File: config.mk
export PLATFORM = sky130hd
export DESIGN_NAME = pwm_deadtime_gen_flat
export DESIGN_NICKNAME = d
export VERILOG_FILES = /design/src/rtl/pwm_deadtime_gen_if.sv /design/src/rtl/pwm_deadtime_gen.sv /design/src/flat_wrapper.sv
export SDC_FILE = /design/constraint.sdc
export NUM_CORES = 1
export LEC_CHECK = 0
export BUFFER_PORTS_ARGS = -buffer_cell sky130_fd_sc_hd__buf_2
export CORE_ASPECT_RATIO = 0.8
export CORE_MARGIN = 2
export CORE_UTILIZATION = 47
export CTS_CLUSTER_DIAMETER = 80
export DETAILED_ROUTE_END_ITERATION = 6
export GPL_ROUTABILITY_DRIVEN = 0
export MAX_ROUTING_LAYER = met4
export PLACE_DENSITY = 0.73
export SKIP_CTS_REPAIR_TIMING = 1
export SLEW_MARGIN = 20
export SYNTH_ARGS = -nofsm -noshare
export SYNTH_HDL_FRONTEND = slang
export SYNTH_SLANG_ARGS = --single-unit
File: constraint.sdc
create_clock -name clk -period 2.6 [get_ports clk]
set_clock_uncertainty 0.2 [all_clocks]
set_input_delay 0.52 -clock clk [delete_from_list [all_inputs] [get_ports clk]]
set_output_delay 0.52 -clock clk [all_outputs]
set_load 0.05 [all_outputs]
File: src/rtl/pwm_deadtime_gen_if.sv
// Signal bundle between the PWM block, the register file and the complementary gate-drive stage.
interface pwm_deadtime_gen_if #(
    parameter int CHANNELS = 3,
    parameter int DT_WIDTH = 8
);
    logic                enable;
    logic [DT_WIDTH-1:0] dead_time;
    logic [CHANNELS-1:0] pwm_in;
    logic                fault_n;
    logic                fault_clear;
    logic [CHANNELS-1:0] out_hi;
    logic [CHANNELS-1:0] out_lo;
    logic                fault_latched;

    modport master (
        output enable, dead_time, pwm_in, fault_n, fault_clear,
        input  out_hi, out_lo, fault_latched
    );

    modport slave (
        input  enable, dead_time, pwm_in, fault_n, fault_clear,
        output out_hi, out_lo, fault_latched
    );
endinterface

File: src/rtl/pwm_deadtime_gen.sv
// Complementary high/low gate-drive generator with per-channel dead time and a latched fault shutdown.
module pwm_deadtime_gen #(
    parameter int CHANNELS = 3,
    parameter int DT_WIDTH = 8
) (
    input  logic              clk,
    input  logic              rst_n,
    pwm_deadtime_gen_if.slave bus
);

    typedef enum logic [2:0] {
        SAFE     = 3'd0,
        LO_ON    = 3'd1,
        DT_TO_HI = 3'd2,
        HI_ON    = 3'd3,
        DT_TO_LO = 3'd4
    } state_t;

    logic fault_meta_reg;
    logic fault_s_reg;
    logic fault_latched_reg;
    logic fault_latched_next;
    logic force_off;

    logic [CHANNELS-1:0] out_hi_w;
    logic [CHANNELS-1:0] out_lo_w;

    // Synchronizer flops idle at 1 so reset never looks like a fault.
    always_ff @(posedge clk or negedge rst_n) begin
        if (!rst_n) begin
            fault_meta_reg    <= 1'b1;
            fault_s_reg       <= 1'b1;
            fault_latched_reg <= 1'b0;
        end else begin
            fault_meta_reg    <= bus.fault_n;
            fault_s_reg       <= fault_meta_reg;
            fault_latched_reg <= fault_latched_next;
        end
    end

    always_comb begin
        fault_latched_next = fault_latched_reg;
        if (!fault_s_reg) begin
            fault_latched_next = 1'b1;
        end else if (bus.fault_clear) begin
            fault_latched_next = 1'b0;
        end
    end

    assign force_off         = !bus.enable || fault_latched_reg || !fault_s_reg;
    assign bus.fault_latched = fault_latched_reg;
    assign bus.out_hi        = out_hi_w;
    assign bus.out_lo        = out_lo_w;

    generate
        for (genvar gi = 0; gi < CHANNELS; gi++) begin : g_chan
            state_t              state_reg;
            state_t              state_next;
            logic [DT_WIDTH-1:0] cnt_reg;
            logic [DT_WIDTH-1:0] cnt_next;
            logic                hi_reg;
            logic                lo_reg;
            logic                pwm;

            assign pwm = bus.pwm_in[gi];

            always_ff @(posedge clk or negedge rst_n) begin
                if (!rst_n) begin
                    state_reg <= SAFE;
                    cnt_reg   <= '0;
                    hi_reg    <= 1'b0;
                    lo_reg    <= 1'b0;
                end else begin
                    state_reg <= state_next;
                    cnt_reg   <= cnt_next;
                    hi_reg    <= (state_next == HI_ON);
                    lo_reg    <= (state_next == LO_ON);
                end
            end

            // Transitions out of an ON state spend one cycle of the dead
            // interval in the edge itself, hence the dead_time-1 load there.
            always_comb begin
                state_next = state_reg;
                cnt_next   = cnt_reg;
                if (force_off) begin
                    state_next = SAFE;
                    cnt_next   = '0;
                end else begin
                    case (state_reg)
                        SAFE: begin
                            state_next = pwm ? DT_TO_HI : DT_TO_LO;
                            cnt_next   = bus.dead_time;
                        end
                        LO_ON: begin
                            if (pwm) begin
                                if (bus.dead_time == '0) begin
                                    state_next = HI_ON;
                                end else begin
                                    state_next = DT_TO_HI;
                                    cnt_next   = bus.dead_time - 1'b1;
                                end
                            end
                        end
                        HI_ON: begin
                            if (!pwm) begin
                                if (bus.dead_time == '0) begin
                                    state_next = LO_ON;
                                end else begin
                                    state_next = DT_TO_LO;
                                    cnt_next   = bus.dead_time - 1'b1;
                                end
                            end
                        end
                        DT_TO_HI: begin
                            if (!pwm) begin
                                state_next = LO_ON;
                                cnt_next   = '0;
                            end else if (cnt_reg == '0) begin
                                state_next = HI_ON;
                            end else begin
                                cnt_next = cnt_reg - 1'b1;
                            end
                        end
                        DT_TO_LO: begin
                            if (pwm) begin
                                state_next = HI_ON;
                                cnt_next   = '0;
                            end else if (cnt_reg == '0) begin
                                state_next = LO_ON;
                            end else begin
                                cnt_next = cnt_reg - 1'b1;
                            end
                        end
                        default: begin
                            state_next = SAFE;
                            cnt_next   = '0;
                        end
                    endcase
                end
            end

            assign out_hi_w[gi] = hi_reg;
            assign out_lo_w[gi] = lo_reg;
        end
    endgenerate

endmodule

File: src/flat_wrapper.sv
// flat-port wrapper written by rule: the top's interface ports become plain ports
module pwm_deadtime_gen_flat 
#(
    parameter int CHANNELS = 3,
    parameter int DT_WIDTH = 8
)
  (clk, rst_n, bus_enable, bus_dead_time, bus_pwm_in, bus_fault_n, bus_fault_clear, bus_out_hi, bus_out_lo, bus_fault_latched);
  pwm_deadtime_gen_if #(.CHANNELS(CHANNELS), .DT_WIDTH(DT_WIDTH)) bus_i ();
  input  logic clk;
  input  logic rst_n;
  input wire logic [$bits(bus_i.enable)-1:0] bus_enable;
  input wire logic [$bits(bus_i.dead_time)-1:0] bus_dead_time;
  input wire logic [$bits(bus_i.pwm_in)-1:0] bus_pwm_in;
  input wire logic [$bits(bus_i.fault_n)-1:0] bus_fault_n;
  input wire logic [$bits(bus_i.fault_clear)-1:0] bus_fault_clear;
  output wire logic [$bits(bus_i.out_hi)-1:0] bus_out_hi;
  output wire logic [$bits(bus_i.out_lo)-1:0] bus_out_lo;
  output wire logic [$bits(bus_i.fault_latched)-1:0] bus_fault_latched;
  assign bus_i.enable = bus_enable;
  assign bus_i.dead_time = bus_dead_time;
  assign bus_i.pwm_in = bus_pwm_in;
  assign bus_i.fault_n = bus_fault_n;
  assign bus_i.fault_clear = bus_fault_clear;
  assign bus_out_hi = bus_i.out_hi;
  assign bus_out_lo = bus_i.out_lo;
  assign bus_fault_latched = bus_i.fault_latched;
  pwm_deadtime_gen #(.CHANNELS(CHANNELS), .DT_WIDTH(DT_WIDTH)) u_core (.clk(clk), .rst_n(rst_n), .bus(bus_i));
endmodule
==> results by group <==
Placed design
  – Port bufs: 22
  – Dpl hpwl: slightly below 7 mm

Timing
  – Sum Neg Setup Slack: 0 ns
  – Max-slew violations: 0
  – Final setup violation count: 0
  – Rel. slew slack: 52.7%
  – Fin crit share: 90.4%
  – Hold Violations, Final: 18
  – Worst-Margin Slew: a little over 0.7 ns
  – Fmax: approximately 430 MHz
  – RSZ-0062 raised after global routing: false
  – Hold Slack: -0.0140 ns
  – Tmin final: 2.35 ns

Floorplan
  – Std-Cell Rows: 27
  – Full die area: approximately 0.0079 mm²
  – Initial Util: approximately 50%
  – Die span in x: a little under 100 µm
  – I/O pin cnt: 23
  – Die Y: around 80 µm
  – Core area: slightly below 0.007 mm²

Finish
  – Layout cells sized above 1: ~16%
  – Post-layout util: between 50 and 60%
  – Commonest non-fill, non-tap cell in the layout: dfrtp_1
  – Synth-to-layout area growth: 8.24%
  – Max reg flops: 24
  – Commonest non-fill, non-tap cells in the layout: dfrtp_1 (40), o21ai_0 (34), nand2_1 (27)
  – Fin nets: roughly 450
  – Fillers: about 630
  – Ant diodes: 0

Critical path
  – Critical path fanouts, max: 5
  – Buf/Inv on CP: 1
  – Crit path DAT: about 2.3 ns
  – Origin of the critical flop-to-flop path: u_core.g_chan[0].cnt_reg[0]
  – Worst-path cell chain: inv_1 -> ha_1 -> or3b_2 -> nor2_1 -> o21ai_0 -> a21oi_1 -> o22ai_1
  – Crit path max-delay cell type: or3b_2
  – CP Launch Type: flop
  – Crit path largest cell delay: approximately 0.49 ns
  – Critical path's top delay family: simple AND/OR/NAND/NOR gates
  – Crit end category: flop
  – Crit path required time: ~2.6 ns
  – Worst setup path start: u_core.g_chan[0].cnt_reg[0]
  – Critical path class: reg -> reg

Routing
  – Post-route DRC: 0
  – Routed wire length: around 9.2 mm
  – Number of nets with antenna violations after routing: 0
  – Number of DRC markers in iteration 0: 450
  – First-pass iteration count of the detailed router: 6
  – WL per Instance: 17.9 µm
  – Routed vias: 3444
  – Vias/cell: ~6.7

Logic synthesis
  – Synth Net Count: about 440
  – Async SR Flop Fraction: 100%
  – Post-synth EDFFs: 0
  – Cells after Synth: around 410
  – Top_reg_cell synth: dfrtp_1
  – Syn. warnings: 0
  – Post-synthesis sequential area ratio: between 30% and 40%
  – Unique masters post-synth: 74
  – Avg Cell Area, Syn: 8.16 µm²
  – Post-Syn Area: roughly 0.0034 mm²
  – Synth Register Bits: between 40 and 50

Min path
  – Worst hold path class: in -> async

GRT
  – Largest net degree at the start of global routing: 23
  – Initial antenna violation count: 0
  – GR Overflow Total: 0
  – All-Layer GR Usage: between 20% and 30%
  – Number of global-route vias before repair: around 3100
  – First-pass GRT wire length: about 15 mm

CTS
  – # H-tree levels: 2
  – CTS tree: yes
  – Clock latency on the worst-skew pair: roughly 0.3 ns
  – Reg clk slew, reported paths: ~0.080 ns
  – Clock root buffer: clkbuf_8
  – Max Buffers Root-to-Sink: 2
  – CTS Buf Count: 5
  – Clock sinks: 42

Power
  – Max VDD drop: ~230 µV
  – Cell Pwr Density: 380 mW/mm²
  – Leakage power: around 1.6 nW

Outcome
  – Status: complete, but fails checks
  – Failing checks: hold timing

Flow run
  – Max_cap viols: 0
## synth_stat cells (4+ instances only)
| cell | number | share of area [%] |
|---|---|---|
| a21oi_1 | 24 | 3.6 |
| a22o_1 | 11 | 2.9 |
| a22oi_1 | 4 | 0.89 |
| a31oi_1 | 13 | 2.4 |
| and2_1 | 8 | 1.5 |
| buf_2 | 6 | 0.89 |
| buf_4 | 6 | 1.3 |
| buf_6 | 4 | 1.3 |
| clkbuf_1 | 19 | 2.1 |
| dfrtp_1 | 40 | 30 |
| ha_1 | 7 | 2.6 |
| inv_1 | 20 | 2.2 |
| mux2i_1 | 5 | 1.5 |
| nand2_1 | 27 | 3.0 |
| nand2b_1 | 6 | 1.1 |
| nand3_1 | 9 | 1.3 |
| nor2_1 | 26 | 2.9 |
| nor3_1 | 16 | 2.4 |
| nor3b_1 | 8 | 1.8 |
| nor4_1 | 6 | 1.1 |
| o21ai_0 | 34 | 5.0 |
| o21ai_1 | 5 | 0.74 |
| o22ai_1 | 11 | 2.0 |
| o2bb2ai_1 | 6 | 1.6 |
| or3_1 | 6 | 1.1 |
| or4_1 | 6 | 1.3 |
| xnor2_1 | 5 | 1.3 |
## report_power, final
part           leakage [nW]  internal (mW)  switching, mW
clock network        0.0395          0.191          0.229
logic                 0.944          0.105          0.177
registers             0.572          0.667         0.0160
## through the flow
step | area [µm²] | power [mW] | instances | setup WS, ns
2_1_floorplan | 3370 | 0.876 | 413 | 0.200
3_3_place_gp | 3570 | 0.965 | 508 | 0.0921
3_5_place_dp | 3570 | 0.970 | 508 | 0.0492
4_1_cts | 3650 | 1.39 | 516 | 0.287
5_1_grt | 3650 | 1.45 | 516 | 0.112
6_report | 3650 | 1.39 | 516 | 0.249
## worst register-to-register path: cells and delay by family (launching register included)
| family | cells | cell delay (ns) |
|---|---|---|
| adders and majority gates | 1 | 0.21 |
| DFF | 1 | 0.42 |
| and+or+nand+nor | 2 | 0.81 |
| buffers and inverters | 1 | 0.14 |
| AOI/OAI and AO/OA | 3 | 0.43 |
## final timing paths
check	cells after the start	end	slack (ns)
worst min register to register	0	u_core.fault_s_reg	0.16
worst max register to register	7	u_core.g_chan[0].cnt_reg[1]	0.25
worst max-delay path	7	u_core.g_chan[0].cnt_reg[1]	0.25
worst min-delay path	1	u_core.g_chan[1].state_reg[1]	-0.01
max in group asynchronous	2	u_core.g_chan[1].state_reg[0]	1.73
min in group clk	1	u_core.fault_meta_reg	0.11
## cell families after synthesis
group                    share of synthesized area (%)
buffers and inverters                             7.90
multiplexers                                      1.82
adder cells (fa/ha/maj)                           2.60
XOR/XNOR                                          1.82
AO/OA/AOI/OAI                                     29.2
AND/OR/NAND/NOR                                   25.4
flip-flops                                        31.2
## cell type report
cell class	count	area, µm²	share of cell area [%]
Multi-Input combinational cell	316	2050	56.2
Sequential cell	42	1050	28.9
Timing Repair Buffer	43	280	7.68
Tap cell	87	109	2.98
Clock buffer	8	80.1	2.19
Inverter	20	75.1	2.06
## per-layer routing
layer	wire, µm	track usage (%)	part of all wire (%)	vias up
met3	1000	4.90	11	13
met5	0	-	0	-
met1	4190	36.1	45	1635
met4	87	4.38	0.94	0
met2	3950	36.9	43	218
li1	-	-	-	1578
(Power assumes the default switching activity.)
